### src/rtl/cl_dmem_ctrl.sv
// Data-memory sequencer: one outstanding load/store, byte lane formatting,
// misaligned word rejection and a saturating stall-cycle counter.
module cl_dmem_ctrl (
  input  logic        clk,
  input  logic        reset,
  input  logic        req_valid_i,
  input  logic        is_store_i,
  input  logic        is_byte_i,
  input  logic [31:0] addr_i,
  input  logic [31:0] wdata_i,
  output logic        stall_o,
  output logic [31:0] rdata_o,
  output logic        rdata_valid_o,
  output logic        misaligned_o,
  output logic [31:0] stall_cycles_o,
  output logic        dmem_valid_o,
  output logic        dmem_we_o,
  output logic [29:0] dmem_addr_o,
  output logic [31:0] dmem_wdata_o,
  output logic [3:0]  dmem_be_o,
  input  logic        dmem_yumi_i,
  input  logic        dmem_rvalid_i,
  input  logic [31:0] dmem_rdata_i
);

  localparam logic [1:0] StIdle = 2'd0;
  localparam logic [1:0] StReq  = 2'd1;
  localparam logic [1:0] StWait = 2'd2;
  localparam logic [1:0] StDone = 2'd3;

  logic [1:0]  state_q, state_d;
  logic        is_store_q, is_store_d;
  logic        is_byte_q, is_byte_d;
  logic [31:0] addr_q, addr_d;
  logic [31:0] wdata_q, wdata_d;
  logic        misal_q, misal_d;
  logic [31:0] rdata_q, rdata_d;
  logic [31:0] stall_cnt_q, stall_cnt_d;

  logic [31:0] rdata_shift;
  logic [31:0] rdata_fmt;
  logic        misal_in;

  assign misal_in    = !is_byte_i && (addr_i[1:0] != 2'b00);
  assign rdata_shift = dmem_rdata_i >> {addr_q[1:0], 3'b000};
  assign rdata_fmt   = is_byte_q ? {24'b0, rdata_shift[7:0]} : dmem_rdata_i;

  always_comb begin
    state_d    = state_q;
    is_store_d = is_store_q;
    is_byte_d  = is_byte_q;
    addr_d     = addr_q;
    wdata_d    = wdata_q;
    misal_d    = misal_q;
    rdata_d    = rdata_q;
    unique case (state_q)
      StIdle: begin
        if (req_valid_i) begin
          is_store_d = is_store_i;
          is_byte_d  = is_byte_i;
          addr_d     = addr_i;
          wdata_d    = wdata_i;
          misal_d    = misal_in;
          if (misal_in) begin
            // A rejected op leaves a zero result behind.
            rdata_d = 32'b0;
            state_d = StDone;
          end else begin
            state_d = StReq;
          end
        end
      end
      StReq: begin
        if (dmem_yumi_i) begin
          state_d = is_store_q ? StDone : StWait;
        end
      end
      StWait: begin
        if (dmem_rvalid_i) begin
          rdata_d = rdata_fmt;
          state_d = StDone;
        end
      end
      StDone: begin
        state_d = StIdle;
      end
      default: state_d = StIdle;
    endcase
  end

  assign stall_o = ((state_q == StIdle) && req_valid_i) || (state_q == StReq) ||
                   (state_q == StWait);

  assign stall_cnt_d = (stall_o && (stall_cnt_q != 32'hFFFF_FFFF)) ? stall_cnt_q + 32'd1
                                                                   : stall_cnt_q;

  always_ff @(posedge clk) begin
    if (reset) begin
      state_q     <= StIdle;
      is_store_q  <= 1'b0;
      is_byte_q   <= 1'b0;
      addr_q      <= 32'b0;
      wdata_q     <= 32'b0;
      misal_q     <= 1'b0;
      rdata_q     <= 32'b0;
      stall_cnt_q <= 32'b0;
    end else begin
      state_q     <= state_d;
      is_store_q  <= is_store_d;
      is_byte_q   <= is_byte_d;
      addr_q      <= addr_d;
      wdata_q     <= wdata_d;
      misal_q     <= misal_d;
      rdata_q     <= rdata_d;
      stall_cnt_q <= stall_cnt_d;
    end
  end

  always_comb begin
    dmem_valid_o = (state_q == StReq);
    dmem_we_o    = dmem_valid_o && is_store_q;
    dmem_addr_o  = addr_q[31:2];
    dmem_wdata_o = is_byte_q ? {4{wdata_q[7:0]}} : wdata_q;
    dmem_be_o    = 4'b0000;
    if (dmem_valid_o) begin
      dmem_be_o = is_byte_q ? (4'b0001 << addr_q[1:0]) : 4'hF;
    end
  end

  assign rdata_o        = rdata_q;
  assign rdata_valid_o  = (state_q == StDone) && !is_store_q && !misal_q;
  assign misaligned_o   = (state_q == StDone) && misal_q;
  assign stall_cycles_o = stall_cnt_q;

endmodule

### config.mk
export PLATFORM = sky130hd
export DESIGN_NAME = cl_dmem_ctrl
export DESIGN_NICKNAME = d
export VERILOG_FILES = /design/src/rtl/cl_dmem_ctrl.sv
export SDC_FILE = /design/constraint.sdc
export NUM_CORES = 1
export LEC_CHECK = 0
export CAP_MARGIN = 20
export CORE_MARGIN = 2
export CORE_UTILIZATION = 40
export CTS_BUF_LIST = sky130_fd_sc_hd__clkbuf_16
export CTS_CLUSTER_DIAMETER = 60
export DETAILED_ROUTE_END_ITERATION = 8
export HOLD_SLACK_MARGIN = 0.03
export PLACE_DENSITY_LB_ADDON = 0.12
export RECOVER_POWER = 25
export SLEW_MARGIN = 10
export SYNTH_ARGS = -nofsm -noshare
export SYNTH_HDL_FRONTEND = slang
export SYNTH_SLANG_ARGS = --single-unit
export TNS_END_PERCENT = 1
### constraint.sdc
create_clock -name clk -period 2.4 [get_ports clk]
set_clock_uncertainty 0.15 [all_clocks]
set_input_delay 0.72 -clock clk [delete_from_list [all_inputs] [get_ports clk]]
set_output_delay 0.72 -clock clk [all_outputs]
set_load 0.02 [all_outputs]
-- Yosys cells after proc, flatten, opt, wreduce, memory -nomap -nowiden
Cells that the tools add are included.
- bits in registers: 133
- logic and storage cells: 51
- add/sub/neg operators: 1
- eq/ne operators: 8
- shifts and indexed selects: 2
- mux-type cells: 14
- reduce and logical (&&, ||, !) cells: 18
- operators with widths (kind ; number):
    $mux 32 ; 5
    $pmux 32 s2 ; 1
    $add 32x1->32 const B ; 1
    $ne 32x32->1 const B ; 1
    $shr 32x5->8 ; 1
    $mux 2 ; 4
    $mux 4 ; 2
    $pmux 2 s4 ; 1
    $logic_and 1x1->1 ; 7
    $ne 2x2->1 const B ; 3
    $eq 2x2->1 const B ; 2
    $reduce_and 4->1 ; 1
    $reduce_bool 2->1 ; 2
    $shl 1x2->4 const A ; 1
    $logic_not 1->1 ; 3
    $reduce_and 3->1 ; 1
    $eq 2x1->1 const B ; 1
    $logic_not 2->1 ; 1
    $logic_or 1x1->1 ; 2
    $ne 2x1->1 const B ; 1
    $reduce_and 2->1 ; 1
    $mux 1 ; 1

-- Logic depth before layout (Yosys ltp)
- word-level depth: 5
- depth in mapped cells: 8

-- Least setup slack after synthesis
Ideal clock, no wire load.
- path type: reg-to-output
- from: reg state_q[1]
- to: out stall_o
- arrival time: 1.729 ns
- slack: -0.199 ns
- cell stages (with the launch flop): 5
- buffers on the path: 0
- cells stage by stage: dfxtp_1 > inv_1 > ha_1 > a211oi_1 > clkinv_1
- RTL lines (element ; line ; RTL):
    from (decl) ; 31 ; logic [1:0] state_q, state_d;
    from (signal assigned) ; 99 ; state_q <= StIdle;
    from (signal assigned) ; 108 ; state_q <= state_d;
    $eq 2x1->1 ; - ;
    named net dmem_valid_o ; 16 ; output logic dmem_valid_o,
    $logic_or 1x1->1 (2 in series) ; 91 ; assign stall_o = ((state_q == StIdle) && req_valid_i) || (state_q == StReq) ||
    to (decl) ; 11 ; output logic stall_o,
The timed path passes the listed nets, and every way through them passes these cells.

-- Worst setup path in the final report
- from: reg state_q[0]
- to: out stall_o
- cells in the longest elaborated chain, start to end: 4
- RTL lines (element ; line):
    $logic_not 2->1 ; 91
    $logic_and 1x1->1 ; 91
    $logic_or 1x1->1 ; 91
    $logic_or 1x1->1 * ; 91
Mark *: on every way between the ends. The rest lies on a longest branch, timed or not.

==> metrics.md <==
| Metric | Value |
|---|---|
| Status | finished, violations left |
| Failing checks | negative setup slack |
| Fmax | 394 MHz |
| Largest net degree at the start of global routing | 50 |
| Worst-path clk slew | 0.06 ns |
| Max Cap Viol | 0 |
| Yosys Warn Count | 0 |
| Via count | 6382 |
| Reg2reg setup slack | 0.13 ns |
| Synth Cell Area | 0.00622 mm^2 |
| Hold crit path type | register to register |
| Seq cells post-synth | 133 |
| Top area cells in the synthesized netlist | dfxtp_1 43%, nand2_1 11%, a21oi_1 11%, buf_4 4.6%, nand3_1 3.1% |
| Diodes inserted | 0 |
| Nature of the critical path startpoint | register |
| Final setup viols | 2 |
| Async S/R FF share, synth | 0 |
| Multi-input gate area | 0.00295 mm^2 |
| Initial DRT Pass Iterations | 5 |
| CTS tree | built |
| WHS Path Cells | 2 |
| Crit path buffers/inverters | 3 |
| Die Wd | 129 um |
| Core Area | 0.0152 mm^2 |
| H-tree depth reported by CTS | 4 |
| Number of fill cells | 1392 |
| Initial Util | 0.409 |
| Post-CTS Hold Fix Bufs | 0 |
| Remaining antenna violation count after routing | 0 |
| Initial antenna violation count | 0 |
| Count leader, synth | nand2_1 |
| DIE HEIGHT | 129 um |
| Worst Tran Pin Value | 0.744 ns |
| Clock Tree Root | clkbuf_16 |
| GP Congestion | 0.830 |
| Post-Syn Instances | 829 |
| First-pass GRT wire length | 30.1 mm |
| Top Metal Used | met4 |
| Yosys cell types | 45 |
| Metal-1 WL | 8.62 mm |
| WL met2 | 8.27 mm |
| Cell Rows | 45 |
| GRT Overall Usage | 0.227 |
| Wire length per cell | 14.7 um |
| Vias per cell | 5.04 |
| Max VDD drop | 0.552 mV |
| RSZ-0062 raised after global routing | yes |
| Slew margin rel. | 0.503 |
| Synth top area share | 0.428 |
| Critical Path Sink Type | primary output |
| Met3 WL post-DR | 1.41 mm |
| GRT overflow | 0 |
| IO buf count | 237 |
| Routed Wire Length | 18.6 mm |
| Final min period | 2.54 ns |
| I/O pins | 238 |
| Syn_nets | 938 |
| Slowest cell on crit path | dfxtp_4 |
| PD cells | 838 mW/mm^2 |
| Die area | 0.0166 mm^2 |
| Period utilization | 1.06 |
| Final worst-path setup slack | -0.136 ns |
| Seq/Total Area, Yosys | 0.428 |
| Non-Filler Instances | 1266 |
| DRC Markers | 0 |
| Clk Latency, worst-skew pair | 0.42 ns |
| Avg Synthesized Cell Area | 7.51 um^2 |
| Reg2Reg Depth | 6 |
| Critical path depth in cells | 5 |
| CP max stage delay | 0.38 ns |
| Slew Limit Fails | 0 |
| Commonest cells in the netlist | 187 x nand2_1, 133 x a21oi_1, 133 x dfxtp_1 |
| # placed instances | 1234 |
| Layout cell share with drive strength beyond 1 | 0.135 |
| Hpwl dp | 13.4 mm |
| Reg area | 0.00267 mm^2 |
| Area growth syn-to-layout | 52.6% |
| DRT iter0 DRCs | 254 |
| WP data required | 1.53 ns |
| Final hold viol count | 0 |
| Vias in the first global route | 5936 |
| Worst-path maximum fanout | 3 |
| CTS Sinks | 133 |
| Area leader, netlist | dfxtp_1 |
| EDFF count, synth | 0 |
| Ys flop type | dfxtp_1 |
| # nets final | 1175 |
| CTS Buffer Depth | 2 |
| Crit-path leading delay family | flip-flops |
| TritonCTS Buffers | 17 |
| Tot Pwr | 7960 uW |
| LEAKAGE | 0.00373 uW |
| Worst setup path class | register to primary output |
| CP cell instances | inv_6 -> ha_4 -> a211oi_4 -> clkinv_2 -> buf_6 |
| WP data arrival | 1.67 ns |
==> tightest hold or removal path: stages, from the launching register on <==
cell	delay, ns
dfxtp_1	0.30
nand2_1	0.05
a21oi_1	0.05
==> layout by cell type (no fill, tap or decap), drive strengths merged, types with 6 or more instances in the layout <==
master           n
nor2            37
nand4           10
a21oi          133
a31oi            9
or3              9
mux2i            9
clkbuf          27
nand3           38
ha               6
clkinv           8
clkdlybuf4s50  190
o31ai           16
nand2          187
dlymetal6s2s    11
dfxtp          133
inv             47
o21ai           36
o211ai           9
or4             16
clkdlybuf4s15   15
buf             81
==> worst paths after layout <==
| path | startpoint | endpoint |
|---|---|---|
| setup reg to reg | stall_cycles_o[21] | stall_cycles_o[7] |
| hold / removal | rdata_o[18] | rdata_o[18] |
| hold reg to reg | rdata_o[18] | rdata_o[18] |
| setup / recovery | state_q[0] | stall_o |
==> what timing repair did <==
item / in CTS / in global routing
setup endpoints to repair: 42 / 68
buffers inserted: 0 / 1
resized for setup: 83 / 57
pin swaps: 1 / 2
==> through the flow <==
step / cell area, um^2 / worst slack (ns) / TNS (ns) / util / hold WS [ns]
3_3_place_gp: 8960 / -0.816 / -12.47 / 0.590 / 0.289
2_1_floorplan: 6230 / -0.00206 / -0.00206 / - / 0.286
3_5_place_dp: 8960 / -0.812 / -14.19 / 0.590 / 0.295
5_1_grt: 9500 / -0.195 / -1.02 / 0.625 / 0.315
4_1_cts: 9460 / -0.232 / -0.561 / 0.622 / 0.302
6_report: 9500 / -0.136 / -0.154 / 0.625 / 0.299
==> where the power goes <==
| group | total (uW) | switching, uW | internal, uW |
|---|---|---|---|
| combinational | 2940 | 1680 | 1270 |
| clock | 2340 | 952 | 1390 |
| sequential | 2680 | 174 | 2510 |
| total | 7960 | 2800 | 5160 |
==> routing by layer <==
metal,vias up,GRT usage
met4,0,0.0786
met1,2891,0.301
met2,207,0.354
met5,-,0
met3,23,0.0674
li1,3261,-
==> cell families after synthesis <==
logic type / synth area share
buf+inv: 0.108
flops: 0.428
xor+xnor: 0.00141
mux: 0.0217
compound gates: 0.194
fa+ha+maj: 0.0121
simple gates: 0.235
==> layout make-up <==
cell class | instances | share of cell area
clock buffer | 17 | 0.0448
clock inverter | 14 | 0.0104
inverter | 45 | 0.0184
multi-input combinational | 559 | 0.311
sequential | 133 | 0.281
tap | 188 | 0.0248
timing repair buffer | 310 | 0.310
==> sequential cells by signal (all words and copies together), names as in the netlist <==
signal,cells
is_byte_q,1
misal_q,1
stall_cycles_o,32
addr_q,32
state_q,2
rdata_o,32
wdata_q,32
is_store_q,1
(Power assumes the default switching activity.)
